### src/rtl/uram_port_arbiter_pkg.sv
// uram_arb_pkg: shared types and helpers for uram_port_arbiter.
// Holds the read-latency helper, the controller state enum and the read tag.
package uram_arb_pkg;

    // Controller states; ZERO is reachable only when URAM_ARB_ZEROIZE_EN is defined.
    typedef enum logic {
        RUN  = 1'b0,
        ZERO = 1'b1
    } arb_state_e;

    // One in-flight read slot: valid marks a real read, id names its requester.
    typedef struct packed {
        logic valid;
        logic id;
    } rd_tag_t;

    // Read latency of the UltraRAM: address/control register, array access,
    // then NBPIPE output pipeline stages.
    function automatic int arb_lat(input int nbpipe);
        return nbpipe + 2;
    endfunction

endpackage

### src/rtl/uram_port_arbiter_if.sv
// uram_port_arbiter_if: the two requester channels of uram_port_arbiter.
// Handshake: a request transfers in a cycle where reqN_valid && reqN_ready.
// Ready may depend combinationally on valid in the same cycle, valid must not
// depend on ready, and a requester may drop valid without a transfer.
// rspN_valid is a single-cycle pulse with no backpressure; rspN_rdata is
// meaningful only while rspN_valid is high.
interface uram_port_arbiter_if #(
    parameter int AWIDTH  = 12,
    parameter int NUM_COL = 9,
    parameter int DWIDTH  = 72
);
    logic               req0_valid;
    logic               req0_ready;
    logic [NUM_COL-1:0] req0_we;
    logic [AWIDTH-1:0]  req0_addr;
    logic [DWIDTH-1:0]  req0_wdata;
    logic               rsp0_valid;
    logic [DWIDTH-1:0]  rsp0_rdata;

    logic               req1_valid;
    logic               req1_ready;
    logic [NUM_COL-1:0] req1_we;
    logic [AWIDTH-1:0]  req1_addr;
    logic [DWIDTH-1:0]  req1_wdata;
    logic               rsp1_valid;
    logic [DWIDTH-1:0]  rsp1_rdata;

    // Requester side.
    modport master (
        output req0_valid, req0_we, req0_addr, req0_wdata,
        output req1_valid, req1_we, req1_addr, req1_wdata,
        input  req0_ready, rsp0_valid, rsp0_rdata,
        input  req1_ready, rsp1_valid, rsp1_rdata
    );

    // Arbiter side.
    modport slave (
        input  req0_valid, req0_we, req0_addr, req0_wdata,
        input  req1_valid, req1_we, req1_addr, req1_wdata,
        output req0_ready, rsp0_valid, rsp0_rdata,
        output req1_ready, rsp1_valid, rsp1_rdata
    );
endinterface

### src/rtl/uram_rd_tag_pipe.sv
// uram_rd_tag_pipe: LAT-deep shift register of {valid, id} read tags that
// runs alongside the RAM read pipeline. Asynchronous clear drops every
// in-flight read so no response is produced for it.
module uram_rd_tag_pipe
    import uram_arb_pkg::*;
#(
    parameter int LAT = 5
) (
    input  logic    clk,
    input  logic    rst,
    input  rd_tag_t tag_in,
    output rd_tag_t tag_out,
    output logic    any_valid
);
    rd_tag_t stage [LAT];

    // Advance every cycle; the RAM pipeline moves every cycle too.
    always_ff @(posedge clk or posedge rst) begin
        if (rst) begin
            for (int i = 0; i < LAT; i++) stage[i] <= '0;
        end else begin
            stage[0] <= tag_in;
            for (int i = 1; i < LAT; i++) stage[i] <= stage[i-1];
        end
    end

    // Any real read still travelling through the RAM.
    always_comb begin
        any_valid = 1'b0;
        for (int i = 0; i < LAT; i++) any_valid = any_valid | stage[i].valid;
    end

    assign tag_out = stage[LAT-1];

endmodule

### src/rtl/uram_port_arbiter.sv
// uram_port_arbiter: round-robin sharing of one single-port no-change
// UltraRAM between two requesters, with read tags routing each returned
// word to its issuer. Optional macro URAM_ARB_ZEROIZE_EN adds a post-reset
// ZERO pass that clears every address before requests are accepted.
module uram_port_arbiter
    import uram_arb_pkg::*;
#(
    parameter int AWIDTH  = 12,
    parameter int NUM_COL = 9,
    parameter int CWIDTH  = 8,
    parameter int DWIDTH  = 72,
    parameter int NBPIPE  = 3
) (
    input  logic                clk,
    input  logic                rst,
    uram_port_arbiter_if.slave  req_if,
    output logic                ram_mem_en,
    output logic [NUM_COL-1:0]  ram_we,
    output logic [AWIDTH-1:0]   ram_addr,
    output logic [DWIDTH-1:0]   ram_din,
    output logic                ram_regce,
    output logic                ram_rst,
    input  logic [DWIDTH-1:0]   ram_dout,
    output logic                busy,
    output arb_state_e          dbg_state
);
    localparam int LAT = arb_lat(NBPIPE);

    if (DWIDTH != NUM_COL * CWIDTH) begin : g_width_check
        $error("uram_port_arbiter: DWIDTH must equal NUM_COL*CWIDTH");
    end

`ifdef URAM_ARB_ZEROIZE_EN
    localparam arb_state_e RESET_STATE = ZERO;
    logic [AWIDTH-1:0] zero_cnt;
`else
    localparam arb_state_e RESET_STATE = RUN;
`endif

    arb_state_e         state, state_next;
    logic               accepting;
    logic               last_gnt;
    logic               gnt0, gnt1, xfer, win_id;
    logic [NUM_COL-1:0] win_we;
    logic [AWIDTH-1:0]  win_addr;
    logic [DWIDTH-1:0]  win_wdata;
    rd_tag_t            tag_in, tag_out;
    logic               tags_busy;

    // Requests are only taken in RUN and never while reset is held.
    assign accepting = (state == RUN) && !rst;

    // State register.
    always_ff @(posedge clk or posedge rst) begin
        if (rst) state <= RESET_STATE;
        else     state <= state_next;
    end

    // Next state: leave ZERO the cycle after the last address is written.
    always_comb begin
        state_next = state;
`ifdef URAM_ARB_ZEROIZE_EN
        if (state == ZERO && zero_cnt == '1) state_next = RUN;
`endif
    end

`ifdef URAM_ARB_ZEROIZE_EN
    // Zeroize address counter; its wrap back to zero ends the pass.
    always_ff @(posedge clk or posedge rst) begin
        if (rst)                zero_cnt <= '0;
        else if (state == ZERO) zero_cnt <= zero_cnt + 1'b1;
    end
`endif

    // Grant: a lone requester wins; on a tie the one not granted last wins.
    always_comb begin
        gnt0 = 1'b0;
        gnt1 = 1'b0;
        if (accepting) begin
            if (req_if.req0_valid && req_if.req1_valid) begin
                gnt0 = last_gnt;
                gnt1 = !last_gnt;
            end else begin
                gnt0 = req_if.req0_valid;
                gnt1 = req_if.req1_valid;
            end
        end
    end

    assign xfer      = gnt0 | gnt1;
    assign win_id    = gnt1;
    assign win_we    = win_id ? req_if.req1_we    : req_if.req0_we;
    assign win_addr  = win_id ? req_if.req1_addr  : req_if.req0_addr;
    assign win_wdata = win_id ? req_if.req1_wdata : req_if.req0_wdata;

    assign req_if.req0_ready = gnt0;
    assign req_if.req1_ready = gnt1;

    // Round-robin memory: moves only when a transfer actually happens.
    always_ff @(posedge clk or posedge rst) begin
        if (rst)       last_gnt <= 1'b1;
        else if (xfer) last_gnt <= win_id;
    end

    // RAM port: straight from the winning request, or from the zeroize pass.
    always_comb begin
        ram_mem_en = 1'b0;
        ram_we     = '0;
        ram_addr   = win_addr;
        ram_din    = win_wdata;
        if (xfer) begin
            ram_mem_en = 1'b1;
            ram_we     = win_we;
        end
`ifdef URAM_ARB_ZEROIZE_EN
        if (state == ZERO && !rst) begin
            ram_mem_en = 1'b1;
            ram_we     = '1;
            ram_addr   = zero_cnt;
            ram_din    = '0;
        end
`endif
    end

    assign ram_regce = 1'b1;
    assign ram_rst   = rst;

    // Writes enter the tag pipe as bubbles so their stale RAM output is dropped.
    assign tag_in.valid = xfer && (win_we == '0);
    assign tag_in.id    = win_id;

    uram_rd_tag_pipe #(
        .LAT (LAT)
    ) u_tag_pipe (
        .clk       (clk),
        .rst       (rst),
        .tag_in    (tag_in),
        .tag_out   (tag_out),
        .any_valid (tags_busy)
    );

    assign req_if.rsp0_valid = tag_out.valid && !tag_out.id;
    assign req_if.rsp1_valid = tag_out.valid &&  tag_out.id;
    assign req_if.rsp0_rdata = ram_dout;
    assign req_if.rsp1_rdata = ram_dout;

    assign busy      = tags_busy || (state == ZERO && !rst);
    assign dbg_state = state;

endmodule

### src/flat_wrapper.sv
// flat-port wrapper written by rule: the top's interface ports become plain ports
module uram_port_arbiter_flat import uram_arb_pkg::*;
#(
    parameter int AWIDTH  = 12,
    parameter int NUM_COL = 9,
    parameter int CWIDTH  = 8,
    parameter int DWIDTH  = 72,
    parameter int NBPIPE  = 3
)
  (clk, rst, ram_mem_en, ram_we, ram_addr, ram_din, ram_regce, ram_rst, ram_dout, busy, dbg_state, req_if_req0_valid, req_if_req0_we, req_if_req0_addr, req_if_req0_wdata, req_if_req1_valid, req_if_req1_we, req_if_req1_addr, req_if_req1_wdata, req_if_req0_ready, req_if_rsp0_valid, req_if_rsp0_rdata, req_if_req1_ready, req_if_rsp1_valid, req_if_rsp1_rdata);
  uram_port_arbiter_if #(.AWIDTH(AWIDTH), .NUM_COL(NUM_COL), .DWIDTH(DWIDTH)) req_if_i ();
  input  logic clk;
  input  logic rst;
  output logic ram_mem_en;
  output logic [NUM_COL-1:0] ram_we;
  output logic [AWIDTH-1:0] ram_addr;
  output logic [DWIDTH-1:0] ram_din;
  output logic ram_regce;
  output logic ram_rst;
  input  logic [DWIDTH-1:0] ram_dout;
  output logic busy;
  output arb_state_e dbg_state;
  input wire logic [$bits(req_if_i.req0_valid)-1:0] req_if_req0_valid;
  input wire logic [$bits(req_if_i.req0_we)-1:0] req_if_req0_we;
  input wire logic [$bits(req_if_i.req0_addr)-1:0] req_if_req0_addr;
  input wire logic [$bits(req_if_i.req0_wdata)-1:0] req_if_req0_wdata;
  input wire logic [$bits(req_if_i.req1_valid)-1:0] req_if_req1_valid;
  input wire logic [$bits(req_if_i.req1_we)-1:0] req_if_req1_we;
  input wire logic [$bits(req_if_i.req1_addr)-1:0] req_if_req1_addr;
  input wire logic [$bits(req_if_i.req1_wdata)-1:0] req_if_req1_wdata;
  output wire logic [$bits(req_if_i.req0_ready)-1:0] req_if_req0_ready;
  output wire logic [$bits(req_if_i.rsp0_valid)-1:0] req_if_rsp0_valid;
  output wire logic [$bits(req_if_i.rsp0_rdata)-1:0] req_if_rsp0_rdata;
  output wire logic [$bits(req_if_i.req1_ready)-1:0] req_if_req1_ready;
  output wire logic [$bits(req_if_i.rsp1_valid)-1:0] req_if_rsp1_valid;
  output wire logic [$bits(req_if_i.rsp1_rdata)-1:0] req_if_rsp1_rdata;
  assign req_if_i.req0_valid = req_if_req0_valid;
  assign req_if_i.req0_we = req_if_req0_we;
  assign req_if_i.req0_addr = req_if_req0_addr;
  assign req_if_i.req0_wdata = req_if_req0_wdata;
  assign req_if_i.req1_valid = req_if_req1_valid;
  assign req_if_i.req1_we = req_if_req1_we;
  assign req_if_i.req1_addr = req_if_req1_addr;
  assign req_if_i.req1_wdata = req_if_req1_wdata;
  assign req_if_req0_ready = req_if_i.req0_ready;
  assign req_if_rsp0_valid = req_if_i.rsp0_valid;
  assign req_if_rsp0_rdata = req_if_i.rsp0_rdata;
  assign req_if_req1_ready = req_if_i.req1_ready;
  assign req_if_rsp1_valid = req_if_i.rsp1_valid;
  assign req_if_rsp1_rdata = req_if_i.rsp1_rdata;
  uram_port_arbiter #(.AWIDTH(AWIDTH), .NUM_COL(NUM_COL), .CWIDTH(CWIDTH), .DWIDTH(DWIDTH), .NBPIPE(NBPIPE)) u_core (.clk(clk), .rst(rst), .req_if(req_if_i), .ram_mem_en(ram_mem_en), .ram_we(ram_we), .ram_addr(ram_addr), .ram_din(ram_din), .ram_regce(ram_regce), .ram_rst(ram_rst), .ram_dout(ram_dout), .busy(busy), .dbg_state(dbg_state));
endmodule
### config.mk
export PLATFORM = sky130hd
export DESIGN_NAME = uram_port_arbiter_flat
export DESIGN_NICKNAME = d
export VERILOG_FILES = /design/src/rtl/uram_port_arbiter_pkg.sv /design/src/rtl/uram_port_arbiter_if.sv /design/src/rtl/uram_rd_tag_pipe.sv /design/src/rtl/uram_port_arbiter.sv /design/src/flat_wrapper.sv
export SDC_FILE = /design/constraint.sdc
export NUM_CORES = 1
export LEC_CHECK = 0
export ABC_AREA = 1
export BUFFER_PORTS_ARGS = -buffer_cell sky130_fd_sc_hd__buf_4
export CORE_AREA = 2 2 196 198
export CTS_CLUSTER_DIAMETER = 60
export DETAILED_ROUTE_END_ITERATION = 10
export DIE_AREA = 0 0 198 200
export PLACE_DENSITY_LB_ADDON = 0.2
export SETUP_SLACK_MARGIN = 0.05
export SYNTH_ARGS = -nofsm -noshare
export SYNTH_HDL_FRONTEND = slang
export SYNTH_SLANG_ARGS = --single-unit
### constraint.sdc
create_clock -name clk -period 1.3 [get_ports clk]
set_input_delay 0.13 -clock clk [delete_from_list [all_inputs] [get_ports clk]]
set_output_delay 0.13 -clock clk [all_outputs]
set_load 0.005 [all_outputs]
==> results_dict.tcl <==
set metrics [dict create \
    status "complete, but fails checks" \
    violations "negative setup slack" \
    synth_top_family_by_area "buffers and inverters" \
    max_stage_delay_ns 0.54 \
    cts_made_buffers 3 \
    syn_area_per_cell_um2 5.46 \
    die_x_um 198 \
    final_cell_area_mm2 0.00514 \
    synthXorXnorAreaFrac_pct 0 \
    cp_max_fo 14 \
    synthFlopType "dfrtp_1" \
    leakage_nw 2.80 \
    crit_chain "nand2_4, buf_6, nand3_4, buf_12, buf_12, nand2_1, nand2_1, buf_4" \
    drtPass1Iterations 4 \
    synthMuxAreaShare_pct 0 \
    clk_pin_slew_ns 0.04 \
    via_per_inst 2.95 \
    fin_crit_ns 1.75 \
    synth-edff-count 0 \
    synth.distinct_cells 16 \
    critical_path_required_ns 1.17 \
    synth_compound_area_share_pct 2.21 \
    grt_pass1_vias 3239 \
    initial_utilization_pct 7.25 \
    rsz0062_at_grt "yes" \
    dp_hpwl_mm 11.3 \
    hold_viol 0 \
    ys_seq_area_share_pct 10.2 \
    yosys.area.top_type "buf_4" \
    hold_path_class "input port to async pin" \
    power.density_mw_per_mm2 503 \
    nets 920 \
    layout_setup_ws_ns -0.454 \
    antenna_found_initial 2 \
    clock-root-buffer "clkbuf_16" \
    routed_wirelength_mm 14.1 \
    core_mm2 0.0374 \
    final.period_utilization_pct 135 \
    netlist_top_cells_area "buf_4, nand2_1, dfrtp_1" \
    drv_cap 0 \
    ios 508 \
    vdd_drop_max_v 0.000429 \
    track_usage_pct 6.22 \
    clock_sinks 11 \
    synthAdderAreaFrac_pct 0 \
    port-buffer-count 289 \
    grt_max_degree 32 \
    grt_overflow 0 \
    power_mw 2.58 \
    utilization_pct 13.7 \
    die_area_mm2 0.0396 \
    cts_tree "built" \
    fmax_mhz 570 \
    via_count 3441 \
    layout-drive-gt1-share_pct 57.2 \
    crit_slowest_cell "dfstp_2" \
    num_antenna_cells 0 \
    arrival_ns 1.62 \
    syn2layout_area_growth_pct 89.5 \
    syn-num-nets 759 \
    drc 0 \
    cts_max_path_buffers 2 \
    fin_worst_skew_ns 0.00161 \
    synthesis.area_mm2 0.00271 \
    synth.top_cell.area_share_pct 41.0 \
    synth_common_cells "nand2_1, buf_4, buf_2" \
    fillCellCount 4358 \
    critPathKind "flop to output port" \
    place_area_mm2 0.00455 \
    ctsHtreeMaxLevel 1 \
    num_rows 71 \
    finalSetupViolCount 96 \
    first_iter_violations 67 \
    die_y_um 200 \
    insertion_delay_ns 0.23 \
    syn-instance-count 497 \
    antenna_left 0 \
    cp-end-kind "output port" \
    grt_pass1_wl_mm 18.5 \
    synth-simple-area-share_pct 41.7 \
    gp_congestion 0.681 \
    critPathLaunchType "flop" \
    ys_ff_latch 11 \
    synth.most_common_cell "nand2_1" \
    final_max_slew_viol_count 0 \
    reg2reg_depth 9 \
    wl_per_cell_um 12.1 \
    async_flop_share_pct 100 \
    yosys_warnings 0 \
]
per-stage QoR:
| step | TNS, ns | worst slack [ns] | hold WS, ns | cells |
|---|---|---|---|---|
| floorplan | 0 | 0.0502 | -0.0582 | 497 |
| global placement | -20.70 | -0.306 | 0.166 | 1150 |
| detailed placement | -23.98 | -0.340 | 0.164 | 1150 |
| CTS | -41.87 | -0.499 | 0.0358 | 1167 |
| global route | -46.83 | -0.569 | 0.0511 | 1168 |
| finish | -38.11 | -0.454 | 0.0394 | 1168 |
logic make-up (layout without fill, tap and decap cells):
group           count (synthesis)  count (layout)
flops                          11              11
buf+inv                       176             336
other cells                     2               2
compound gates                 12              12
simple gates                  296             296
flip-flops by register name (all words and copies together) (netlist names):
name,cells
u_core.u_tag_pipe.stage,8
u_core.u_tag_pipe.tag_out,2
u_core.last_gnt,1
placed cells by master, fill, tap and decap left out, drive strengths merged:
cell and count:
a21oi 9, nand3 6, o21ai 3, conb 2, buf 321, nand2 279, bufbuf 1, dfstp 1
inv 9, nor4 1, dlygate4sd3 1, nor2 10, dfrtp 10, clkbuf 4
final cells by class:
| type | count | area, um2 | share of cell area, % |
|---|---|---|---|
| clock buffer | 4 | 78.8 | 1.53 |
| inverter | 9 | 33.8 | 0.657 |
| multi-input combinational | 310 | 1410 | 27.4 |
| sequential | 11 | 277 | 5.38 |
| timing repair buffer | 323 | 2700 | 52.6 |
| tap | 511 | 639 | 12.4 |
final timing paths:
check | start | end | slack (ns)
max | u_core.last_gnt$_DFFE_PP1P_ | ram_din[44] | -0.45
max in group asynchronous | rst | u_core.u_tag_pipe.stage[4]$_DFF_PP0_ | 0.41
min reg2reg | u_core.u_tag_pipe.stage[2]$_DFF_PP0_ | u_core.u_tag_pipe.tag_out[0]$_DFF_PP0_ | 0.35
min | rst | u_core.last_gnt$_DFFE_PP1P_ | 0.04
min in group clk | ram_dout[43] | req_if_rsp1_rdata[43] | 0.26
max reg2reg | u_core.last_gnt$_DFFE_PP1P_ | u_core.last_gnt$_DFFE_PP1P_ | -0.21
what timing repair did:
| action | 4_1_cts | 5_1_grt |
|---|---|---|
| endpoints found under the setup margin | 98 | 98 |
| endpoints found under the hold margin | 10 | 0 |
| setup buffers | 8 | 2 |
| pin swaps | 20 | 5 |
| gates cloned | 4 | 0 |
| hold buffers | 1 | 0 |
| resized for setup | 53 | 35 |
power by group:
| group | internal (mW) | leakage (nW) | switching (mW) |
|---|---|---|---|
| sequential | 0.361 | 0.146 | 0.00761 |
| clock | 0.410 | 0.0382 | 0.133 |
| combinational | 1.01 | 2.62 | 0.665 |
| total | 1.78 | 2.80 | 0.805 |
layer usage:
metal / track usage, % / wire [um]
met5: 0 / 27
met3: 2.99 / 1840
met2: 11.9 / 7290
met4: 2.56 / 540
met1: 5.59 / 4430
critical path: cells and delay by family (launching register included):
kind / cells / cell delay, ns
buffers and inverters: 4 / 0.52
DFF: 1 / 0.54
and+or+nand+nor: 4 / 0.30
Power figures use the tool's default switching activity.
